$ cat config.mk
export PLATFORM = sky130hd
export DESIGN_NAME = hdmi_rx_period_fsm
export DESIGN_NICKNAME = d
export VERILOG_FILES = /design/src/rtl/hdmi_pkg.sv /design/src/rtl/hdmi_preamble_det.sv /design/src/rtl/hdmi_rx_period_fsm.sv
export SDC_FILE = /design/constraint.sdc
export NUM_CORES = 1
export LEC_CHECK = 0
export CORE_MARGIN = 5
export CORE_UTILIZATION = 40
export DETAILED_ROUTE_END_ITERATION = 10
export GPL_TIMING_DRIVEN = 0
export PLACE_DENSITY = 0.76
export RECOVER_POWER = 50
export SYNTH_ARGS = -nofsm -noshare
export SYNTH_HDL_FRONTEND = slang
export SYNTH_SLANG_ARGS = --single-unit
$ cat constraint.sdc
create_clock -name i_clk -period 2.07 [get_ports i_clk]
set_input_delay 0.5175 -clock i_clk [delete_from_list [all_inputs] [get_ports i_clk]]
set_output_delay 0.5175 -clock i_clk [all_outputs]
set_load 0.02 [all_outputs]
$ cat src/rtl/hdmi_pkg.sv
// Shared definitions for the HDMI receive period sequencer.
// Holds the period state enum, the decoder aux class constants and helpers,
// and the {ch2 ctl, ch1 ctl} preamble patterns.
package hdmi_pkg;

  typedef enum logic [2:0] {
    ST_CTRL   = 3'd0,
    ST_VGUARD = 3'd1,
    ST_VIDEO  = 3'd2,
    ST_LGUARD = 3'd3,
    ST_ISLAND = 3'd4,
    ST_TGUARD = 3'd5
  } state_e;

  typedef enum logic [1:0] {
    PAT_NONE   = 2'd0,
    PAT_VIDEO  = 2'd1,
    PAT_ISLAND = 2'd2
  } pat_e;

  localparam logic [6:0] AUX_GUARD  = 7'h41;
  localparam logic [6:0] AUX_VGUARD = 7'h68;

  // Preamble patterns as {ch2 ctl, ch1 ctl}
  localparam logic [3:0] PRE_VIDEO  = 4'b0001;
  localparam logic [3:0] PRE_ISLAND = 4'b0101;

  function automatic logic is_pixel(input logic [6:0] aux);
    return aux == 7'h00;
  endfunction

  // Control characters are identified by aux[6:4] alone
  function automatic logic is_ctrl(input logic [2:0] aux_hi);
    return aux_hi == 3'b001;
  endfunction

  function automatic logic is_vguard(input logic [20:0] aux);
    return aux == {AUX_VGUARD, AUX_GUARD, AUX_VGUARD};
  endfunction

  // ch1/ch2 part of an island guard: aux[20:7]
  function automatic logic is_iguard_hi(input logic [13:0] aux_hi);
    return aux_hi == {AUX_GUARD, AUX_GUARD};
  endfunction

endpackage

$ cat src/rtl/hdmi_preamble_det.sv
// Preamble classifier and saturating run counter.
// Ports:
//   i_clk, i_reset_n : clock, async active-low reset
//   i_en             : counting allowed (sequencer in control period)
//   i_clr            : force count to zero (protocol error)
//   i_all_ctrl       : all three channels carry control characters
//   i_pat            : {ch2 ctl, ch1 ctl}
//   o_vid_ok/o_isl_ok: a full video / island preamble has been seen
module hdmi_preamble_det
  import hdmi_pkg::*;
#(
  parameter int unsigned PREAMBLE_LEN = 8
) (
  input  logic       i_clk,
  input  logic       i_reset_n,
  input  logic       i_en,
  input  logic       i_clr,
  input  logic       i_all_ctrl,
  input  logic [3:0] i_pat,
  output logic       o_vid_ok,
  output logic       o_isl_ok
);

  localparam int unsigned CW = $clog2(PREAMBLE_LEN + 1);

  logic [CW-1:0] cnt_q, cnt_d;
  pat_e          pat_q, pat_d;
  pat_e          pat_now;

  always_comb begin
    pat_now = PAT_NONE;
    if (i_all_ctrl) begin
      if (i_pat == PRE_VIDEO)       pat_now = PAT_VIDEO;
      else if (i_pat == PRE_ISLAND) pat_now = PAT_ISLAND;
    end

    cnt_d = cnt_q;
    pat_d = pat_q;
    if (i_clr || !i_en || (pat_now == PAT_NONE)) begin
      cnt_d = '0;
      pat_d = PAT_NONE;
    end else if (pat_now != pat_q) begin
      // A different pattern starts a fresh run that includes this cycle
      cnt_d = CW'(1);
      pat_d = pat_now;
    end else if (cnt_q < CW'(PREAMBLE_LEN)) begin
      cnt_d = cnt_q + 1'b1;
    end
  end

  always_ff @(posedge i_clk or negedge i_reset_n) begin
    if (!i_reset_n) begin
      cnt_q <= '0;
      pat_q <= PAT_NONE;
    end else begin
      cnt_q <= cnt_d;
      pat_q <= pat_d;
    end
  end

  assign o_vid_ok = (pat_q == PAT_VIDEO)  && (cnt_q >= CW'(PREAMBLE_LEN));
  assign o_isl_ok = (pat_q == PAT_ISLAND) && (cnt_q >= CW'(PREAMBLE_LEN));

endmodule

$ cat src/rtl/hdmi_rx_period_fsm.sv
// HDMI receive period sequencer.
// Tracks control / preamble / guard / video / data-island periods from three
// channel-aligned TMDS decoders and emits qualified pixel, packet-character
// and sync streams. All outputs are registered (1-cycle latency).
// Ports ({ch2,ch1,ch0} packing):
//   i_clk, i_reset_n          : pixel clock, async active-low reset
//   i_ctl[5:0], i_aux[20:0]   : decoder ctl / aux class outputs
//   i_pix[23:0]               : decoder pixel outputs
//   o_hsync, o_vsync          : current sync levels
//   o_video_valid, o_pix      : active-video pixel {R,G,B}
//   o_island_valid, o_island_data, o_island_sop, o_island_eop : packet chars
//   o_err                     : one-cycle protocol-violation pulse
//   o_state                   : current period state
module hdmi_rx_period_fsm
  import hdmi_pkg::*;
#(
  parameter int unsigned PREAMBLE_LEN = 8,
  parameter int unsigned MAX_PACKETS  = 18
) (
  input  logic        i_clk,
  input  logic        i_reset_n,
  input  logic [5:0]  i_ctl,
  input  logic [20:0] i_aux,
  input  logic [23:0] i_pix,
  output logic        o_hsync,
  output logic        o_vsync,
  output logic        o_video_valid,
  output logic [23:0] o_pix,
  output logic        o_island_valid,
  output logic [11:0] o_island_data,
  output logic        o_island_sop,
  output logic        o_island_eop,
  output logic        o_err,
  output logic [2:0]  o_state
);

  localparam int unsigned PW = $clog2(MAX_PACKETS + 1);

  state_e          state_q, state_d;
  logic [4:0]      char_q, char_d;
  logic [PW-1:0]   pkt_q, pkt_d;
  logic            hsync_q, hsync_d, vsync_q, vsync_d;
  logic            video_valid_q, video_valid_d;
  logic [23:0]     pix_q, pix_d;
  logic            island_valid_q, island_valid_d;
  logic [11:0]     island_data_q, island_data_d;
  logic            sop_q, sop_d, eop_q, eop_d;
  logic            err_q, err_d;

  logic [6:0] aux0, aux1, aux2;
  logic       all_ctrl, any_ctrl, all_pix, all_terc4;
  logic       vguard, iguard, iguard_hi;
  logic       vid_ok, isl_ok;

  assign aux0 = i_aux[6:0];
  assign aux1 = i_aux[13:7];
  assign aux2 = i_aux[20:14];

  assign all_ctrl  = is_ctrl(aux0[6:4]) && is_ctrl(aux1[6:4]) && is_ctrl(aux2[6:4]);
  assign any_ctrl  = is_ctrl(aux0[6:4]) || is_ctrl(aux1[6:4]) || is_ctrl(aux2[6:4]);
  assign all_pix   = is_pixel(aux0) && is_pixel(aux1) && is_pixel(aux2);
  assign all_terc4 = aux0[5] && aux1[5] && aux2[5];
  assign vguard    = is_vguard(i_aux);
  assign iguard_hi = is_iguard_hi(i_aux[20:7]);
  assign iguard    = iguard_hi && aux0[5] && (aux0[3:2] == 2'b11);

  hdmi_preamble_det #(.PREAMBLE_LEN(PREAMBLE_LEN)) u_pre (
    .i_clk      (i_clk),
    .i_reset_n  (i_reset_n),
    .i_en       (state_q == ST_CTRL),
    .i_clr      (err_d),
    .i_all_ctrl (all_ctrl),
    .i_pat      (i_ctl[5:2]),
    .o_vid_ok   (vid_ok),
    .o_isl_ok   (isl_ok)
  );

  always_comb begin
    state_d        = state_q;
    char_d         = char_q;
    pkt_d          = pkt_q;
    hsync_d        = hsync_q;
    vsync_d        = vsync_q;
    video_valid_d  = 1'b0;
    pix_d          = '0;
    island_valid_d = 1'b0;
    island_data_d  = '0;
    sop_d          = 1'b0;
    eop_d          = 1'b0;
    err_d          = 1'b0;

    case (state_q)
      ST_CTRL: begin
        if (is_ctrl(aux0[6:4])) {vsync_d, hsync_d} = i_ctl[1:0];
        if (vguard) begin
          if (vid_ok) state_d = ST_VGUARD;
          else        err_d   = 1'b1;
        end else if (iguard) begin
          if (isl_ok) state_d = ST_LGUARD;
          else        err_d   = 1'b1;
        end
      end
      ST_VGUARD: begin
        if (vguard) state_d = ST_VIDEO;
        else        err_d   = 1'b1;
      end
      ST_VIDEO: begin
        if (all_pix) begin
          video_valid_d = 1'b1;
          pix_d         = i_pix;
        end else if (any_ctrl) begin
          state_d = ST_CTRL;
          if (is_ctrl(aux0[6:4])) {vsync_d, hsync_d} = i_ctl[1:0];
        end else begin
          err_d = 1'b1;
        end
      end
      ST_LGUARD: begin
        if (iguard) begin
          state_d            = ST_ISLAND;
          char_d             = '0;
          pkt_d              = '0;
          {vsync_d, hsync_d} = aux0[1:0];
        end else begin
          err_d = 1'b1;
        end
      end
      ST_ISLAND: begin
        // Trailing guard is only legal on a packet boundary after >= 1 packet;
        // it takes priority over the packet-limit check.
        if ((char_q == '0) && (pkt_q != '0) && iguard_hi) begin
          state_d = ST_TGUARD;
        end else if ((char_q == '0) && (pkt_q == PW'(MAX_PACKETS))) begin
          err_d = 1'b1;
        end else if (all_terc4) begin
          island_valid_d     = 1'b1;
          island_data_d      = {aux2[3:0], aux1[3:0], aux0[3:0]};
          sop_d              = (char_q == 5'd0);
          eop_d              = (char_q == 5'd31);
          {vsync_d, hsync_d} = aux0[1:0];
          char_d             = char_q + 5'd1;
          if (char_q == 5'd31) pkt_d = pkt_q + 1'b1;
        end else begin
          err_d = 1'b1;
        end
      end
      ST_TGUARD: begin
        if (iguard) state_d = ST_CTRL;
        else        err_d   = 1'b1;
      end
      default: state_d = ST_CTRL;
    endcase

    if (err_d) begin
      state_d = ST_CTRL;
      char_d  = '0;
      pkt_d   = '0;
    end
  end

  always_ff @(posedge i_clk or negedge i_reset_n) begin
    if (!i_reset_n) begin
      state_q        <= ST_CTRL;
      char_q         <= '0;
      pkt_q          <= '0;
      hsync_q        <= 1'b0;
      vsync_q        <= 1'b0;
      video_valid_q  <= 1'b0;
      pix_q          <= '0;
      island_valid_q <= 1'b0;
      island_data_q  <= '0;
      sop_q          <= 1'b0;
      eop_q          <= 1'b0;
      err_q          <= 1'b0;
    end else begin
      state_q        <= state_d;
      char_q         <= char_d;
      pkt_q          <= pkt_d;
      hsync_q        <= hsync_d;
      vsync_q        <= vsync_d;
      video_valid_q  <= video_valid_d;
      pix_q          <= pix_d;
      island_valid_q <= island_valid_d;
      island_data_q  <= island_data_d;
      sop_q          <= sop_d;
      eop_q          <= eop_d;
      err_q          <= err_d;
    end
  end

  assign o_hsync        = hsync_q;
  assign o_vsync        = vsync_q;
  assign o_video_valid  = video_valid_q;
  assign o_pix          = pix_q;
  assign o_island_valid = island_valid_q;
  assign o_island_data  = island_data_q;
  assign o_island_sop   = sop_q;
  assign o_island_eop   = eop_q;
  assign o_err          = err_q;
  assign o_state        = state_q;

endmodule
* After elaboration in Yosys (flattened, before gate mapping)
Cells that the tools add are included.
** Word-level totals
- Register bits :: 62
- Latch bits :: 0
- Memory bits (writable) :: 0
- Memory bits (read-only) :: 0
- Input bits :: 53
- Output and inout bits :: 46
- Word-level logic and storage cells :: 170
- Memories :: 0
** Operators by class
- Add/sub/neg operators :: 3
- Multipliers :: 0
- Divide/modulo/power cells :: 0
- Order comparisons :: 2
- Eq/ne operators :: 37
- Shift operators :: 0
- Multiplexer cells :: 80
- Bitwise operators :: 0
- Reduce and logical (&&, ||, !) cells :: 34
** Operators by type and width (number)
- $mux 5 :: 10
- $mux 12 :: 4
- $mux 24 :: 2
- $mux 1 :: 39
- $mux 3 :: 11
- $ne 3x3->1 const B :: 10
- $eq 21x21->1 const B :: 1
- $logic_not 7->1 :: 3
- $pmux 5 s2 :: 2
- $pmux 3 s6 :: 1
- $eq 14x14->1 const B :: 1
- $logic_and 1x1->1 :: 13
- $eq 3x1->1 const B :: 4
- $mux 4 :: 3
- $ne 2x2->1 const B :: 6
- $ne 4x4->1 const B :: 3
- $add 5x1->5 const B :: 2
- $eq 5x5->1 const B :: 2
- $mux 2 :: 5
- $reduce_and 9->1 :: 1
- $pmux 1 s4 :: 2
- $reduce_and 7->1 :: 1
- $eq 3x2->1 const B :: 2
- $eq 3x3->1 const B :: 2
- 21 further kinds :: 26

* Depth between registers and ports, before layout
Gate-level depths: netlist (run 1).
- Depth in word-level cells :: 9
- Mapped depth :: 11
- Gate-level depth less buffers :: 10

* By module
From an unflattened synthesis (run 1), not the netlist that was laid out.
** Unflattened totals
- Cells, all modules :: 275
- Area, all modules :: 2971.6 sq um
** By module, submodules not included
- hdmi_rx_period_fsm :: times used 1, cells an instance 245, area each 2640.0 sq um, seq. area each 1401.3 sq um
- hdmi_preamble_det :: times used 1, cells an instance 30, area each 331.6 sq um, seq. area each 150.1 sq um

* Worst setup path after synthesis (run 1)
No wires, ideal clock.
- Kind :: input to register
- Start point :: input i_aux[12]
- End point :: register pkt_q[2]
- Setup time :: 0.096 ns
- Data arrival time :: 2.354 ns
- Required time :: 1.974 ns
- Slack :: -0.379 ns
- Stages on the path :: 7
- Path buffers :: 1
- Cells stage by stage :: nor4_2 and4b_2 a21oi_2 or4b_4 or3_4 buf_6 a311oi_2
** Between the ends
- Word-level cells in the longest chain between the ends :: 8
- Elaborated cells on any way between the ends :: 31
- Those cells by class :: 8 x eq/ne; 11 x mux; 12 x reduce/logical
** RTL lines
- start, declared :: RTL line hdmi_rx_period_fsm.sv:23 : input logic [20:0] i_aux,
- $eq 14x14->1, or another cell as far along :: RTL line hdmi_pkg.sv:43 : return aux_hi == {AUX_GUARD, AUX_GUARD};
- $logic_and 1x1->1, or another cell as far along (2 in series) :: RTL line hdmi_rx_period_fsm.sv:65 : assign iguard = iguard_hi && aux0[5] && (aux0[3:2] == 2'b11);
- $mux 1 (on tied branches) :: RTL line hdmi_rx_period_fsm.sv:98, hdmi_rx_period_fsm.sv:111, hdmi_rx_period_fsm.sv:133
- $mux 1 (on tied branches) :: RTL line hdmi_rx_period_fsm.sv:95, hdmi_rx_period_fsm.sv:108, hdmi_rx_period_fsm.sv:131
- $pmux 1 s5 (*) :: RTL line hdmi_rx_period_fsm.sv:92 : case (state_q)
- net err_d :: RTL line hdmi_rx_period_fsm.sv:48 : logic err_q, err_d;
- $ne 3x3->1 (no source line) or $reduce_bool 3->1 (tied branches)
- $reduce_and 6->1 (no source line)
- end signal, assigned :: RTL line hdmi_rx_period_fsm.sv:178 : pkt_q <= pkt_d;
- end, declared :: RTL line hdmi_rx_period_fsm.sv:41 : logic [PW-1:0] pkt_q, pkt_d;
Mark *: on every way through the listed nets, which the timed path passes. The rest lies on a longest branch.
A chain may end at the register's enable or synchronous reset.

* Worst setup path after layout (run 1)
- Start point :: input i_aux[18]
- End point :: register char_q[3]
** Between the ends
- Word-level cells in the longest chain between the ends :: 8
- Elaborated cells on any way between the ends :: 24
- Those cells by class :: 7 x eq/ne; 9 x mux; 8 x reduce/logical
** RTL lines
- $eq 14x14->1 :: RTL line hdmi_pkg.sv:43
- $logic_and 1x1->1 (2 in series) :: RTL line hdmi_rx_period_fsm.sv:65
- $mux 1 :: RTL line hdmi_rx_period_fsm.sv:98 : end else if (iguard) begin
- $mux 1 :: RTL line hdmi_rx_period_fsm.sv:95 : if (vguard) begin
- $pmux 1 s5 :: RTL line hdmi_rx_period_fsm.sv:92
- $ne 3x3->1 (no source line) or $reduce_bool 3->1 (tied branches)
- $reduce_and 5->1 (no source line)
- end signal, assigned :: RTL line hdmi_rx_period_fsm.sv:177 : char_q <= char_d;
- end, declared :: RTL line hdmi_rx_period_fsm.sv:40 : logic [4:0] char_q, char_d;
Parallel ways exist; a longest one is shown, timed or not.

==> results.toml, run 1 <==
[sta]
setup_ws_ns = -0.2671
min_period_over_period = 1.129
timing.fmax_ghz = 0.4279
drv_slew = 0
whs_ns = 0.3988
setup_viol = 11
setup-tns-final_ns = -2.156
final_hold_viol_count = 0
rsz0062_at_grt = "yes"
worstMarginPinSlew_ns = 1.256
relSlewSlack = 0.1625
period_needed_ns = 2.337
fin_skew_ns = 0.006859

[place]
dp_hpwl_um = 5051
dp_cells = 431
portBuffers = 98
gp_congestion = 0.9092
placed_cell_area_um2 = 3869

[final_layout]
finalInstanceArea_um2 = 4238
final_net_count = 432
antenna_cells = 0
drive_gt1_frac = 0.2128
synthToLayoutAreaGrowth_pct = 53.40
stdcell_count = 456

[clocking]
hold_buffers = 0
clock-sinks = 62
clkSlewWorstSetupHoldPaths_ns = 0.07
clk_latency_ns = 0.33
cts_tree = "yes"
cts-root-buf = "clkbuf_8"
cts_buffer_depth = 2
h-tree-depth = 3
numCtsBuffers = 9

[detailed_routing]
wl_per_cell_um = 15.54
ant_nets = 0
first_iter_violations = 141
dr.pass1.iters = 4
drc = 0
vias_per_cell = 5.114
route.vias.total = 2332
drt-total-wl_um = 7085

[global_route]
overflow = 0
grt_max_degree = 40
grt_pass1_vias = 2340
track_usage = 0.1666
antenna_found_initial = 0
grt_pass1_wl_um = 11270

[synthesis]
yosys-top-cells-area = "dfrtp_1, and2_1, ha_1, nand2_1, nor2_1"
async_flop_share = 1.000
syn_area_per_cell_um2 = 10.96
synth-edff-count = 0
syn-num-nets = 313
synth_cells = 252
yosys_warnings = 0
synth_ff_type = "dfrtp_1"
yosys.area.top_type_share = 0.5616
synth-seq-cells = 62
yosysSeqAreaShare = 0.5616
synth_largest_area_cell = "dfrtp_1"
syn-cell-area_um2 = 2763
synth_cell_type_count = 46

[critical_path]
required_ns = 2.30
path_max_fanout = 4
worst-setup-path-type = "primary input to register"
crit_path_start_kind = "primary input"
worstSetupEndpointType = "register"
crit_arrival_ns = 2.57

[run_status]
violations = "setup timing"
status = "finished, violations left"

[flow_run]
cap_violations = 0

[power]
ir_drop_mv = 0.3706
p_leak_nw = 1.930
fin_total_pwr_mw = 2.571
p_per_area_nw_per_um2 = 606.6

[floorplanning]
die_w_um = 93.11
dieArea_um2 = 8669
core_um2 = 6756
fp-row-count = 30
start_util = 0.4089
io_pins = 99
die_h_um = 93.11

[hold_path]
hold_path_class = "primary input to register"
## cell type report
cell class                      instances  area, um2
Multi-Input combinational cell        173       1255
Clock buffer                           12      145.1
Timing Repair Buffer                  109       1026
Fill cell                             551       2519
Clock inverter                          4      70.07
Buffer                                  7      56.30
Tap cell                               80      100.1
Sequential cell                        62       1551
Inverter                                9      33.78
## placed cells by master (no fill, tap or decap), types with 4 or more instances in the layout
cell,synthesis,final
clkbuf_2,0,4
and2_1,40,36
dfrtp_1,62,62
ha_1,8,8
nand2_1,20,19
and3_1,4,4
clkbuf_8,1,11
nor3_1,7,5
nor2_1,17,12
nor3b_1,4,4
clkdlybuf4s50_1,0,74
and2_0,0,4
buf_4,0,8
nand3_1,7,7
a21oi_1,11,8
a21oi_2,2,5
buf_2,0,11
mux2_2,4,4
o21ai_0,5,4
nand4_1,5,5
inv_1,9,9
buf_6,1,4
## sequential cells by signal, summed over array words and instances, names as in the netlist
name,cells
char_q,5
o_err,1
o_hsync,1
o_island_data,12
o_island_eop,1
o_island_sop,1
o_island_valid,1
o_pix,24
o_state,3
o_video_valid,1
o_vsync,1
pkt_q,5
u_pre.cnt_q,4
u_pre.pat_q,2
## power by group
group / leakage (nW) / switching (mW) / internal (mW) / total (mW)
Clock: 0.110 / 0.456 / 0.708 / 1.16
Combinational: 0.957 / 0.0820 / 0.103 / 0.185
Sequential: 0.862 / 0.00328 / 1.22 / 1.22
Total: 1.93 / 0.541 / 2.03 / 2.57
## layer usage
layer	track usage	wire length, um	up-vias
met3	0.06275	678	10
met2	0.2675	3392	106
met4	0.06716	88	0
li1	-	-	1105
met5	0	0	-
met1	0.2020	2926	1111
## repair_timing
item                                    4_1_cts  5_1_grt
cloned                                        1        0
gates resized for setup                      90       24
endpoints found under the setup margin       56       42
buffers inserted                             10        0
pin swaps                                    14        9
## synthesized netlist by cell type, types with 3 or more instances
| cell type | count |
|---|---|
| nand3b_1 | 3 |
| nor3b_1 | 4 |
| xor2_1 | 3 |
| nor3_1 | 7 |
| nand3_1 | 7 |
| ha_1 | 8 |
| a21oi_1 | 11 |
| and3_1 | 4 |
| nor2_1 | 17 |
| inv_1 | 9 |
| nand4_1 | 5 |
| mux2_2 | 4 |
| clkbuf_1 | 6 |
| nand2_1 | 20 |
| dfrtp_1 | 62 |
| nor4_1 | 3 |
| nor2b_1 | 3 |
| and2_1 | 40 |
| o21ai_0 | 5 |
## worst paths after layout
path | startpoint | to | depth (start not counted) | slack, ns
max | i_aux[18] | char_q[3] | 8 | -0.27
min reg2reg | o_hsync | o_hsync | 1 | 0.51
max in group asynchronous | i_reset_n | o_pix[15] | 2 | 0.38
max reg2reg | o_state[2] | char_q[3] | 7 | -0.11
min in group asynchronous | i_reset_n | o_island_data[4] | 1 | 0.44
min | i_aux[16] | o_island_data[10] | 2 | 0.40
## cell families (layout without fill, tap and decap cells)
group,count (synthesis),in the layout,synth area share
xor gates and xnor gates,4,4,0.01268
and+or+nand+nor,126,126,0.2677
adders and majority gates,8,8,0.03623
AOI/OAI and AO/OA,30,30,0.07246
buffers and inverters,17,141,0.02944
muxes,5,5,0.01993
DFF,62,62,0.5616
## critical path: stages
cell	delay [ns]
dlygate4sd2_1	0.26
nor2_2	0.16
and4_4	0.27
a21oi_2	0.06
or4b_4	0.54
or3_4	0.42
buf_4	0.15
a311oi_2	0.20
## through the flow
| step | utilization | worst slack [ns] |
|---|---|---|
| 6_report | 0.6272 | -0.2671 |
| 3_5_place_dp | 0.5726 | -1.025 |
| 5_1_grt | 0.6272 | -0.3078 |
| 3_3_place_gp | 0.5704 | -1.448 |
| 4_1_cts | 0.6306 | -0.2775 |
| 2_1_floorplan | - | -0.3396 |
Power figures use the tool's default switching activity.
==> run 2: changes to the inputs <==
CORE_UTILIZATION = 55   (was 40)
DONT_BUFFER_PORTS = 1   (was default)
PLACE_DENSITY = 0.73   (was 0.76)
==> run 2 against run 1 <==
  * The run still ends with setup timing left
  * Clock skew is 0.0019 ns higher
  * Die area is 25% lower
  * Sequential power about the same
  * Non-clock buffer count fell by 98
  * First-iteration DRC count grew 33%
  * Core utilization is 6.7 points higher
  * Maximum frequency rose by 7.3%
  * Via count decreased by 16%
  * Critical path type unchanged
  * Critical endpoint is now pkt_q[2]
  * Largest power group is now the clock network
==> results.toml, run 2 (synthesis results as in run 1) <==
[run_status]
status = "finished, violations left"
violations = "setup timing"

[detailed_routing]
drc = 0
vias_per_cell = 5.684
dr.pass1.iters = 4
wl_per_cell_um = 17.63
ant_nets = 0
route.vias.total = 1961
first_iter_violations = 188
drt-total-wl_um = 6081

[global_route]
grt_pass1_vias = 1965
track_usage = 0.1871
grt_pass1_wl_um = 9135
antenna_found_initial = 0
overflow = 0
grt_max_degree = 63

[place]
gp_congestion = 0.8504
dp_cells = 319
placed_cell_area_um2 = 2856
dp_hpwl_um = 4251
portBuffers = 0

[flow_run]
cap_violations = 0

[clocking]
clk_latency_ns = 0.33
numCtsBuffers = 9
clock-sinks = 62
cts-root-buf = "clkbuf_8"
cts_buffer_depth = 2
clkSlewWorstSetupHoldPaths_ns = 0.07
cts_tree = "yes"
h-tree-depth = 3

[final_layout]
antenna_cells = 0
finalInstanceArea_um2 = 3322
drive_gt1_frac = 0.2482
fillerInstances = 367
synthToLayoutAreaGrowth_pct = 20.24
layout_commonest_cell = "dfrtp_1"
seqCellArea_um2 = 1555
multi_input_area_um2 = 1240
stdcell_count = 345
final_cell_mix = "dfrtp_1, and2_1, nand2_1, nor2_1"
largest_register_ff_count = 24
final_net_count = 334

[critical_path]
required_ns = 2.31
path_cells = "nor4_4 -> and4b_2 -> a21oi_2 -> or4b_4 -> or3_4 -> buf_8 -> a311oi_2"
slowest_delay_ns = 0.54
crit_arrival_ns = 2.42
crit_slowest_cell = "or4b_4"
crit_path_start_kind = "primary input"
path_max_fanout = 5
worstSetupEndpointType = "register"
worst-setup-path-type = "primary input to register"

[sta]
final_hold_viol_count = 0
rsz0062_at_grt = "yes"
setup_viol = 10
min_period_over_period = 1.053
fin_skew_ns = 0.008737
worstMarginPinSlew_ns = 1.449
drv_slew = 0
setup_ws_ns = -0.1088
period_needed_ns = 2.179
relSlewSlack = 0.03374
timing.fmax_ghz = 0.4590
whs_ns = 0.2489

[power]
p_per_area_nw_per_um2 = 771.2
p_leak_nw = 1.565
ir_drop_mv = 0.5641

[floorplanning]
die_h_um = 80.88
die_w_um = 80.88
fp-row-count = 25
dieArea_um2 = 6541
start_util = 0.5773
core_um2 = 4786
io_pins = 99

[hold_path]
hold_path_class = "primary input to register"
[run 2: changes by cell type in the layout (fill, tap and decap cells not counted), sizes merged]
cell           change
clkdlybuf4s50     -74
buf               -14
clkbuf             -5
clkdlybuf4s15      -3
dlygate4sd2        -3
clkinvlp           +2
dlygate4sd3        -2
bufinv             +1
[run 2: worst paths after layout]
kind	from	endpoint	slack, ns	cells past startpoint
setup / recovery	i_aux[12]	pkt_q[2]	-0.11	7
min in group asynchronous	i_reset_n	pkt_q[1]	0.53	1
hold reg to reg	u_pre.cnt_q[2]	u_pre.cnt_q[3]	0.57	2
max in group asynchronous	i_reset_n	o_state[2]	0.56	1
setup reg to reg	o_state[1]	pkt_q[2]	-0.10	7
hold / removal	i_ctl[4]	u_pre.pat_q[0]	0.25	1
[run 2: layout make-up]
class / count / area share
Sequential cell: 62 / 0.4682
Multi-Input combinational cell: 173 / 0.3733
Clock buffer: 9 / 0.03729
Clock inverter: 7 / 0.03691
Timing Repair Buffer: 11 / 0.02938
Tap cell: 67 / 0.02524
Buffer: 7 / 0.01959
Inverter: 9 / 0.01017
[run 2: per-stage QoR]
| stage | TNS (ns) | setup slack, ns | utilization | power [mW] |
|---|---|---|---|---|
| final | -0.5443 | -0.1088 | 0.6941 | 2.562 |
| after global routing | -1.384 | -0.1881 | 0.6941 | 2.657 |
| after CTS | -0.3581 | -0.09295 | 0.6748 | 2.593 |
| after detailed placement | -14.54 | -0.5819 | 0.5969 | 1.282 |
| after global placement | -13.69 | -0.5649 | 0.5969 | 1.282 |
| after floorplan | -2.876 | -0.3396 | - | 1.276 |
[run 2: power by group]
group          internal (mW)  switching [mW]  total (mW)
clock                  0.803           0.475        1.28
sequential              1.22          0.0153        1.23
combinational         0.0168          0.0331      0.0499
[run 2: per-layer routing]
| layer | vias up | GRT usage | wire [um] |
|---|---|---|---|
| li1 | 903 | - | - |
| met1 | 942 | 0.2101 | 2237 |
| met2 | 109 | 0.2874 | 2827 |
| met3 | 7 | 0.1042 | 950 |
| met4 | 0 | 0.09122 | 66 |
| met5 | - | 0 | 0 |
[run 2: timing repair]
action | CTS | global route
endpoints found under the hold margin | 62 | 0
hold buffers | 1 | 0
gates cloned | 0 | 1
pin swaps | 3 | 2
endpoints found under the setup margin | 28 | 41
gates resized for setup | 15 | 23
setup buffers | 7 | 2
[run 2: worst max-delay path: cells and delay by family]
kind	cells	cell delay, ns
AND/OR/NAND/NOR	4	1.53
AO/OA/AOI/OAI	2	0.22
buffers and inverters	1	0.15
==> run 3: changes to the inputs <==
MAX_ROUTING_LAYER = met4   (was default)
==> run 3 against run 2 <==
  * Sequential share of layout area unchanged
  * Worst hold slack about the same
  * Largest cell class unchanged
  * Die area unchanged
  * Clock power is essentially flat
  * The flow still finishes with violations (setup timing)
==> results.toml, run 3 (synthesis results as in run 1) <==
[global_route]
grt_pass1_vias = 1972
grt_pass1_wl_um = 9108
grt_max_degree = 63
track_usage = 0.1926
antenna_found_initial = 0
overflow = 0

[detailed_routing]
wl_per_cell_um = 17.66
route.vias.total = 1970
vias_per_cell = 5.710
drt-total-wl_um = 6092
drc = 0
first_iter_violations = 147
dr.pass1.iters = 5
ant_nets = 0

[place]
dp_cells = 319
placed_cell_area_um2 = 2856
portBuffers = 0
gp_congestion = 0.8639
dp_hpwl_um = 4251
dpl_worst_slack_ns = -0.5819

[power]
p_leak_nw = 1.565
fin_total_pwr_mw = 2.562
ir_drop_mv = 0.5642
p_per_area_nw_per_um2 = 771.3

[flow_run]
cap_violations = 0

[sta]
drv_slew = 0
fin_skew_ns = 0.008545
period_needed_ns = 2.187
setup_ws_ns = -0.1168
relSlewSlack = 0.03376
final_hold_viol_count = 0
whs_ns = 0.2492
setup_viol = 11
min_period_over_period = 1.056
rsz0062_at_grt = "yes"
setup-tns-final_ns = -0.6076
timing.fmax_ghz = 0.4573
worstMarginPinSlew_ns = 1.449

[clocking]
numCtsBuffers = 9
clock-sinks = 62
cts-root-buf = "clkbuf_8"
h-tree-depth = 3
clk_latency_ns = 0.33
clkSlewWorstSetupHoldPaths_ns = 0.07
cts_buffer_depth = 2
cts_tree = "yes"

[floorplanning]
start_util = 0.5773
fp-row-count = 25
io_pins = 99
die_w_um = 80.88
die_h_um = 80.88
dieArea_um2 = 6541
core_um2 = 4786

[critical_path]
crit_arrival_ns = 2.43
crit_path_start_kind = "register"
required_ns = 2.31
cp_top_family = "simple AND/OR/NAND/NOR gates"
critPathBufInv = 2
path_max_fanout = 8
worst-setup-path-type = "register to register"
path_cells = "buf_8 -> nand3_1 -> a21oi_2 -> or4b_4 -> or3_4 -> buf_8 -> a311oi_2"
crit_slowest_cell = "or4b_4"
worstSetupEndpointType = "register"
slowest_delay_ns = 0.52
path_common_cell = "buf_8"

[final_layout]
final_net_count = 334
stdcell_count = 345
final_util = 0.6941
antenna_cells = 0
fillerInstances = 367
synthToLayoutAreaGrowth_pct = 20.24
layout_commonest_cell = "dfrtp_1"
final_cell_mix = "dfrtp_1, and2_1, nand2_1, nor2_1"
largest_register_ff_count = 24
finalInstanceArea_um2 = 3322
drive_gt1_frac = 0.2482

[run_status]
status = "finished, violations left"
violations = "setup timing"

[hold_path]
hold_path_class = "primary input to register"
-- run 3: cell counts in the layout (fill, tap and decap cells not counted) --
Identical to the previous run, type by type.
-- run 3: what timing repair did --
item | 4_1_cts | 5_1_grt
hold buffers | 1 | 0
setup endpoints to repair | 28 | 41
hold endpoints to repair | 62 | 0
resized for setup | 15 | 23
setup buffers | 7 | 2
pin swaps | 3 | 2
gates cloned | 0 | 1
-- run 3: cell type report --
| class | count | area (um2) | share of cell area |
|---|---|---|---|
| Buffer | 7 | 65.06 | 0.01959 |
| Clock buffer | 9 | 123.9 | 0.03729 |
| Clock inverter | 7 | 122.6 | 0.03691 |
| Inverter | 9 | 33.78 | 0.01017 |
| Multi-Input combinational cell | 173 | 1240 | 0.3733 |
| Sequential cell | 62 | 1555 | 0.4682 |
| Tap cell | 67 | 83.83 | 0.02524 |
| Timing Repair Buffer | 11 | 97.59 | 0.02938 |
-- run 3: final timing paths --
check,start,end,slack [ns],cells past startpoint
max,o_state[1],pkt_q[2],-0.12,7
min,i_ctl[4],u_pre.pat_q[0],0.25,1
max reg2reg,o_state[1],pkt_q[2],-0.12,7
min reg2reg,u_pre.cnt_q[2],u_pre.cnt_q[3],0.57,2
max in group asynchronous,i_reset_n,o_state[2],0.56,1
min in group asynchronous,i_reset_n,pkt_q[1],0.53,1
-- run 3: power by group --
part,switching [mW],internal [mW]
Combinational,0.0331,0.0168
Clock,0.475,0.803
Sequential,0.0154,1.22
Total,0.524,2.04
-- run 3: metal layers --
| layer | track usage | share of wire | wire (um) |
|---|---|---|---|
| met5 | - | 0 | 0 |
| met4 | 0.09122 | 0.012 | 71 |
| met3 | 0.08093 | 0.14 | 835 |
| met2 | 0.2874 | 0.46 | 2819 |
| met1 | 0.2252 | 0.39 | 2366 |
